$ cat config.mk
export PLATFORM = sky130hd
export DESIGN_NAME = dram_line_cache
export DESIGN_NICKNAME = d
export VERILOG_FILES = /design/src/rtl/dram_line_cache.sv
export SDC_FILE = /design/constraint.sdc
export NUM_CORES = 1
export LEC_CHECK = 0
export CORE_MARGIN = 8
export CORE_UTILIZATION = 54
export CTS_CLUSTER_DIAMETER = 50
export DETAILED_ROUTE_END_ITERATION = 6
export PLACE_DENSITY = 0.76
export SYNTH_ARGS = -nofsm -noshare
export SYNTH_HDL_FRONTEND = slang
export SYNTH_SLANG_ARGS = --single-unit
$ cat constraint.sdc
create_clock -name clk -period 7.9 [get_ports clk]
set_clock_uncertainty 0.2 [all_clocks]
set_input_delay 1.58 -clock clk [delete_from_list [all_inputs] [get_ports clk]]
set_output_delay 1.58 -clock clk [all_outputs]
set_load 0.01 [all_outputs]
$ cat src/rtl/dram_line_cache.sv
`default_nettype none
// ============================================================================
// Module      : dram_line_cache
// Description : Write-back, write-allocate, direct-mapped cache of 8 one-word
//               lines placed in front of the DRAM bridge. Hits are served
//               locally; misses issue single-word bridge transactions (victim
//               write-back first when dirty, then a fill for reads). A flush
//               command drains every dirty line to DRAM in index order.
// Revision    : 1.0 - initial release
// ----------------------------------------------------------------------------
// Ports:
//   clk, rst          : clock, synchronous active-high reset
//   req_valid/req_wr/req_addr/req_wdata : core request (sampled when req_ready)
//   req_ready         : high in IDLE while flush is low
//   rsp_valid/rsp_rdata : one-cycle completion pulse, read data (0 for writes)
//   flush/flush_done  : flush request level / one-cycle completion pulse
//   C_in_valid/C_r_wb/C_addr/C_data_w : bridge request (1 = read on C_r_wb)
//   C_out_valid/C_data_r              : bridge completion and read data
// ============================================================================
module dram_line_cache (
  input  logic        clk,
  input  logic        rst,
  input  logic        req_valid,
  input  logic        req_wr,
  input  logic [7:0]  req_addr,
  input  logic [31:0] req_wdata,
  output logic        req_ready,
  output logic        rsp_valid,
  output logic [31:0] rsp_rdata,
  input  logic        flush,
  output logic        flush_done,
  output logic        C_in_valid,
  output logic        C_r_wb,
  output logic [7:0]  C_addr,
  output logic [31:0] C_data_w,
  input  logic        C_out_valid,
  input  logic [31:0] C_data_r
);

  localparam int         LINES      = 8;
  localparam logic       MODE_READ  = 1'b1;
  localparam logic [2:0] c_last_idx = 3'(LINES - 1);

  typedef enum logic [3:0] {
    S_IDLE       = 4'd0,
    S_LOOKUP     = 4'd1,
    S_WB_ISSUE   = 4'd2,
    S_WB_WAIT    = 4'd3,
    S_FILL_ISSUE = 4'd4,
    S_FILL_WAIT  = 4'd5,
    S_RESP       = 4'd6,
    S_FL_SCAN    = 4'd7,
    S_FL_ISSUE   = 4'd8,
    S_FL_WAIT    = 4'd9,
    S_FL_DONE    = 4'd10
  } state_t;

  state_t      r_state;
  state_t      w_next;

  // Registered request
  logic        r_wr;
  logic [7:0]  r_addr;
  logic [31:0] r_wdata;

  // Flush scan index
  logic [2:0]  r_fidx;

  // Line storage
  logic [LINES-1:0] r_valid;
  logic [LINES-1:0] r_dirty;
  logic [4:0]       r_tag  [LINES];
  logic [31:0]      r_data [LINES];

  logic [2:0]  w_idx;
  logic [4:0]  w_tag;
  logic        w_hit;
  logic [2:0]  w_wb_idx;

  assign w_idx = r_addr[2:0];
  assign w_tag = r_addr[7:3];
  assign w_hit = r_valid[w_idx] && (r_tag[w_idx] == w_tag);

  // The write-back encoding is shared between eviction and flush; only the
  // source of the line index differs.
  assign w_wb_idx = (r_state == S_FL_ISSUE) ? r_fidx : w_idx;

  // --------------------------------------------------------------------------
  // State register
  // --------------------------------------------------------------------------
  always_ff @(posedge clk) begin
    if (rst) begin
      r_state <= S_IDLE;
    end else begin
      r_state <= w_next;
    end
  end

  // --------------------------------------------------------------------------
  // Next-state and output decode
  // --------------------------------------------------------------------------
  always_comb begin
    w_next     = r_state;
    req_ready  = 1'b0;
    rsp_valid  = 1'b0;
    rsp_rdata  = 32'h0;
    flush_done = 1'b0;
    C_in_valid = 1'b0;
    C_r_wb     = 1'b0;
    C_addr     = 8'h0;
    C_data_w   = 32'h0;

    case (r_state)
      S_IDLE: begin
        req_ready = !flush;
        if (flush) begin
          w_next = S_FL_SCAN;
        end else if (req_valid) begin
          w_next = S_LOOKUP;
        end
      end

      S_LOOKUP: begin
        if (w_hit) begin
          w_next = S_RESP;
        end else if (r_dirty[w_idx]) begin
          w_next = S_WB_ISSUE;
        end else if (!r_wr) begin
          w_next = S_FILL_ISSUE;
        end else begin
          // A line is a single word, so a write miss never needs a fill.
          w_next = S_RESP;
        end
      end

      S_WB_ISSUE, S_FL_ISSUE: begin
        C_in_valid = 1'b1;
        C_r_wb     = ~MODE_READ;
        C_addr     = {r_tag[w_wb_idx], w_wb_idx};
        C_data_w   = r_data[w_wb_idx];
        w_next     = (r_state == S_WB_ISSUE) ? S_WB_WAIT : S_FL_WAIT;
      end

      S_WB_WAIT: begin
        if (C_out_valid) begin
          w_next = r_wr ? S_RESP : S_FILL_ISSUE;
        end
      end

      S_FILL_ISSUE: begin
        C_in_valid = 1'b1;
        C_r_wb     = MODE_READ;
        C_addr     = r_addr;
        w_next     = S_FILL_WAIT;
      end

      S_FILL_WAIT: begin
        if (C_out_valid) begin
          w_next = S_RESP;
        end
      end

      S_RESP: begin
        rsp_valid = 1'b1;
        rsp_rdata = r_wr ? 32'h0 : r_data[w_idx];
        w_next    = S_IDLE;
      end

      S_FL_SCAN: begin
        if (r_dirty[r_fidx]) begin
          w_next = S_FL_ISSUE;
        end else if (r_fidx == c_last_idx) begin
          w_next = S_FL_DONE;
        end
      end

      S_FL_WAIT: begin
        if (C_out_valid) begin
          w_next = (r_fidx == c_last_idx) ? S_FL_DONE : S_FL_SCAN;
        end
      end

      S_FL_DONE: begin
        flush_done = 1'b1;
        w_next     = S_IDLE;
      end

      default: begin
        w_next = S_IDLE;
      end
    endcase
  end

  // --------------------------------------------------------------------------
  // Request capture, flush index and line status bits
  // --------------------------------------------------------------------------
  always_ff @(posedge clk) begin
    if (rst) begin
      r_wr    <= 1'b0;
      r_addr  <= 8'h0;
      r_wdata <= 32'h0;
      r_fidx  <= 3'd0;
      r_valid <= '0;
      r_dirty <= '0;
    end else begin
      case (r_state)
        S_IDLE: begin
          if (flush) begin
            r_fidx <= 3'd0;
          end else if (req_valid) begin
            r_wr    <= req_wr;
            r_addr  <= req_addr;
            r_wdata <= req_wdata;
          end
        end

        S_WB_WAIT: begin
          if (C_out_valid) begin
            r_dirty[w_idx] <= 1'b0;
          end
        end

        S_FILL_WAIT: begin
          if (C_out_valid) begin
            r_valid[w_idx] <= 1'b1;
            r_dirty[w_idx] <= 1'b0;
          end
        end

        S_RESP: begin
          if (r_wr) begin
            r_valid[w_idx] <= 1'b1;
            r_dirty[w_idx] <= 1'b1;
          end
        end

        S_FL_SCAN: begin
          if (!r_dirty[r_fidx] && (r_fidx != c_last_idx)) begin
            r_fidx <= r_fidx + 3'd1;
          end
        end

        S_FL_WAIT: begin
          if (C_out_valid) begin
            r_dirty[r_fidx] <= 1'b0;
            if (r_fidx != c_last_idx) begin
              r_fidx <= r_fidx + 3'd1;
            end
          end
        end

        default: begin
        end
      endcase
    end
  end

  // --------------------------------------------------------------------------
  // Tag and data arrays (not reset; qualified by r_valid)
  // --------------------------------------------------------------------------
  always_ff @(posedge clk) begin
    if ((r_state == S_FILL_WAIT) && C_out_valid) begin
      r_tag[w_idx]  <= w_tag;
      r_data[w_idx] <= C_data_r;
    end else if ((r_state == S_RESP) && r_wr) begin
      r_tag[w_idx]  <= w_tag;
      r_data[w_idx] <= r_wdata;
    end
  end

endmodule
`default_nettype wire

==> results.json <==
{
  "area.growth.synth_to_final_pct": 19.3,
  "first_pass_iters": 5,
  "antennaDiodeCount": 0,
  "timing.setup.tns_ns": 0,
  "total_power_mw": 5.02,
  "grt_pass1_wl_um": 67000,
  "ioPinCount": 155,
  "tightest_slew_ns": 1.11,
  "nFillCells": 2183,
  "period_share_pct": 77.3,
  "die_w_um": 194,
  "worstSkewPairLatency_ns": 0.53,
  "ys_warn_count": 0,
  "power.leakage_nw": 6.44,
  "critPathMaxStageDelay_ns": 0.95,
  "rows": 65,
  "cts_resized": 0,
  "core_area_sq_um": 31300,
  "fmax_ghz": 0.164,
  "drc": 0,
  "async_reset_ff_share_pct": 0,
  "cts_tree": "yes",
  "synthDistinctLibCells": 57,
  "netlist_area_sq_um": 17000,
  "rsz0062_at_grt": "false",
  "portBuffers": 154,
  "fin_crit_ns": 6.11,
  "synth_edf_count": 296,
  "path_max_fanout": 52,
  "clock-sinks": 363,
  "postCtsHoldBufs": 0,
  "multi_input_area_sq_um": 6490,
  "crit_required_ns": 6.12,
  "cts_buffers": 41,
  "synth_seq_area_share_pct": 60.1,
  "slew_violations": 0,
  "clock_path_buffers": 3,
  "dp_cells": 1569,
  "cts_root_buffer": "clkbuf_16",
  "critical_path_class": "reg2out",
  "synth_flop_cell": "edfxtp_1",
  "cp_cell_sequence": "nor4b_4 > mux2i_4 > buf_12 > mux4_2 > a22oi_1 > nand2_1 > clkdlybuf4s50_1",
  "die_area_sq_um": 37500,
  "end_kind": "output pin",
  "post_cts_buffers": 0,
  "final_nets": 1290,
  "antenna_found_initial": 0,
  "place.gp.congestion": 0.862,
  "clkTransAtPathRegs_ns": 0.05,
  "cp-start-kind": "register",
  "grt_overflow": 0,
  "via_per_inst": 6.50,
  "drive_above_1_share_pct": 24.1,
  "cp_top_family": "multiplexers",
  "wirelength_um": 43700,
  "htreeDepth": 2,
  "syn_nets": 1161,
  "dp_hpwl_um": 26400,
  "grt_util_all_layers_pct": 23.0,
  "vias": 10700,
  "grt_max_degree": 65,
  "dpl_cell_area_sq_um": 18900,
  "max_slew_margin_pct": 25.7,
  "dr.first_iter.drc_count": 893,
  "syn_inst": 1081,
  "start_util_pct": 54.4,
  "critPathBufInv": 2,
  "ff_latch_area_sq_um": 10200,
  "cp.arrival_ns": 4.33,
  "power.density_nw_per_um2": 247,
  "die_h_um": 194,
  "setup_viol": 0,
  "maxCapViolCount": 0,
  "wl_per_cell_um": 26.6,
  "peakVddDrop_mv": 0.184,
  "hold_viol_final": 0,
  "cpMaxStageDelayCell": "mux2i_4",
  "status": "completed",
  "detail-route-antenna-nets": 0,
  "grt_pass1_vias": 11000,
  "design_area_sq_um": 20300,
  "syn_area_per_cell_sq_um": 15.8,
  "ys_ff_latch": 363,
  "finalNonFillerCells": 1644,
  "hold_path_class": "reg2reg"
}
-- cell usage after synthesis, types with 3 or more instances --
library cell	instances	area (sq um)
buf_1	15	56.3
xor2_1	4	35.0
nor2_1	72	270
nand2_1	116	435
mux2i_1	41	410
a31oi_1	6	37.5
nand2b_1	4	25.0
and2_1	5	31.3
xnor2_1	3	26.3
dfxtp_1	67	1340
a22o_1	32	280
or3b_2	4	35.0
or3_1	3	18.8
mux2_2	34	383
o21ba_2	4	40.0
buf_6	6	67.6
buf_2	8	40.0
clkbuf_1	56	210
nor3_1	6	30.0
o21ai_0	17	85.1
a22oi_1	8	60.1
mux4_2	148	3330
mux4_1	4	105
a21oi_1	64	320
and3_1	5	31.3
nand4_1	4	25.0
nor2b_1	5	31.3
nand3_1	4	20.0
edfxtp_1	296	8890
nand3b_1	5	37.5
-- flip-flops by register name, summed over array words and instances, names as in the netlist, named ones only --
signal	flops
r_dirty	8
r_valid	8
r_tag	40
r_wdata	32
r_addr	8
r_fidx	3
r_data	256
r_wr	1
r_state	4
-- cell families (layout without fill, tap and decap cells) --
group	Yosys count	after routing	share of synthesized area (%)
flip-flops	363	363	60.1
AND/OR/NAND/NOR	251	251	6.77
multiplexers	227	227	24.9
AO/OA/AOI/OAI	143	143	5.44
buffers and inverters	88	249	2.35
XOR/XNOR	7	7	0.360
adder cells (fa/ha/maj)	2	2	0.147
-- layer usage --
layer  share of wire, %  wire length [um]  global-route usage (%)  vias up
met5                  0                 0                       0        -
li1                   -                 -                       -     4568
met3                7.3              3180                    4.30       81
met2                 50             21700                    37.9      518
met4                2.4              1050                    6.84        0
met1                 41             17800                    31.0     5519
-- worst reg2reg max path: cells and delay by family, from the launching register on --
kind            cells  cell delay (ns)
compound gates      1             0.21
flops               1             0.82
simple gates        4             1.55
buf+inv             1             0.53
-- worst paths after layout --
path	from	to	slack [ns]	cells past startpoint
worst max register to register	r_state[0]	r_data[1][7]	4.24	6
worst min-delay path	r_wdata[31]	r_wdata[31]	0.25	2
worst max-delay path	r_state[3]	C_addr[3]	1.79	7
worst min register to register	r_wdata[31]	r_wdata[31]	0.25	2
-- final cells by class --
class                      count  area share (%)
sequential                   363            50.4
multi-input combinational    630            31.9
timing repair buffer         173            8.33
clock buffer                  55            5.56
tap                          402            2.48
clock inverter                20            1.29
inverter                       1          0.0185
-- cells in the final DEF, fill, tap and decap left out, drive strengths merged, types with 7 or more instances in the layout --
cell type      instances
a21oi                 64
a22o                  32
a22oi                  8
buf                   20
clkbuf                55
clkdlybuf4s50        153
dfxtp                 67
edfxtp               296
mux2                  34
mux2i                 41
mux4                 152
nand2                116
nor2                  72
nor3                   7
o21ai                 18
-- power by group --
group	switching, mW	internal (mW)
combinational	0.422	0.417
clock	0.758	1.18
sequential	0.116	2.13
-- per-stage QoR --
| stage | worst slack (ns) | util, % | hold slack, ns |
|---|---|---|---|
| final | 1.79 | 64.9 | 0.252 |
| after floorplan | 2.53 | - | 0.234 |
| after detailed placement | 2.36 | 60.4 | 0.244 |
| after global routing | 1.61 | 64.9 | 0.280 |
| after global placement | 2.39 | 60.4 | 0.239 |
| after CTS | 1.78 | 64.9 | 0.253 |
Note: power is estimated with default switching activity, not from simulation.
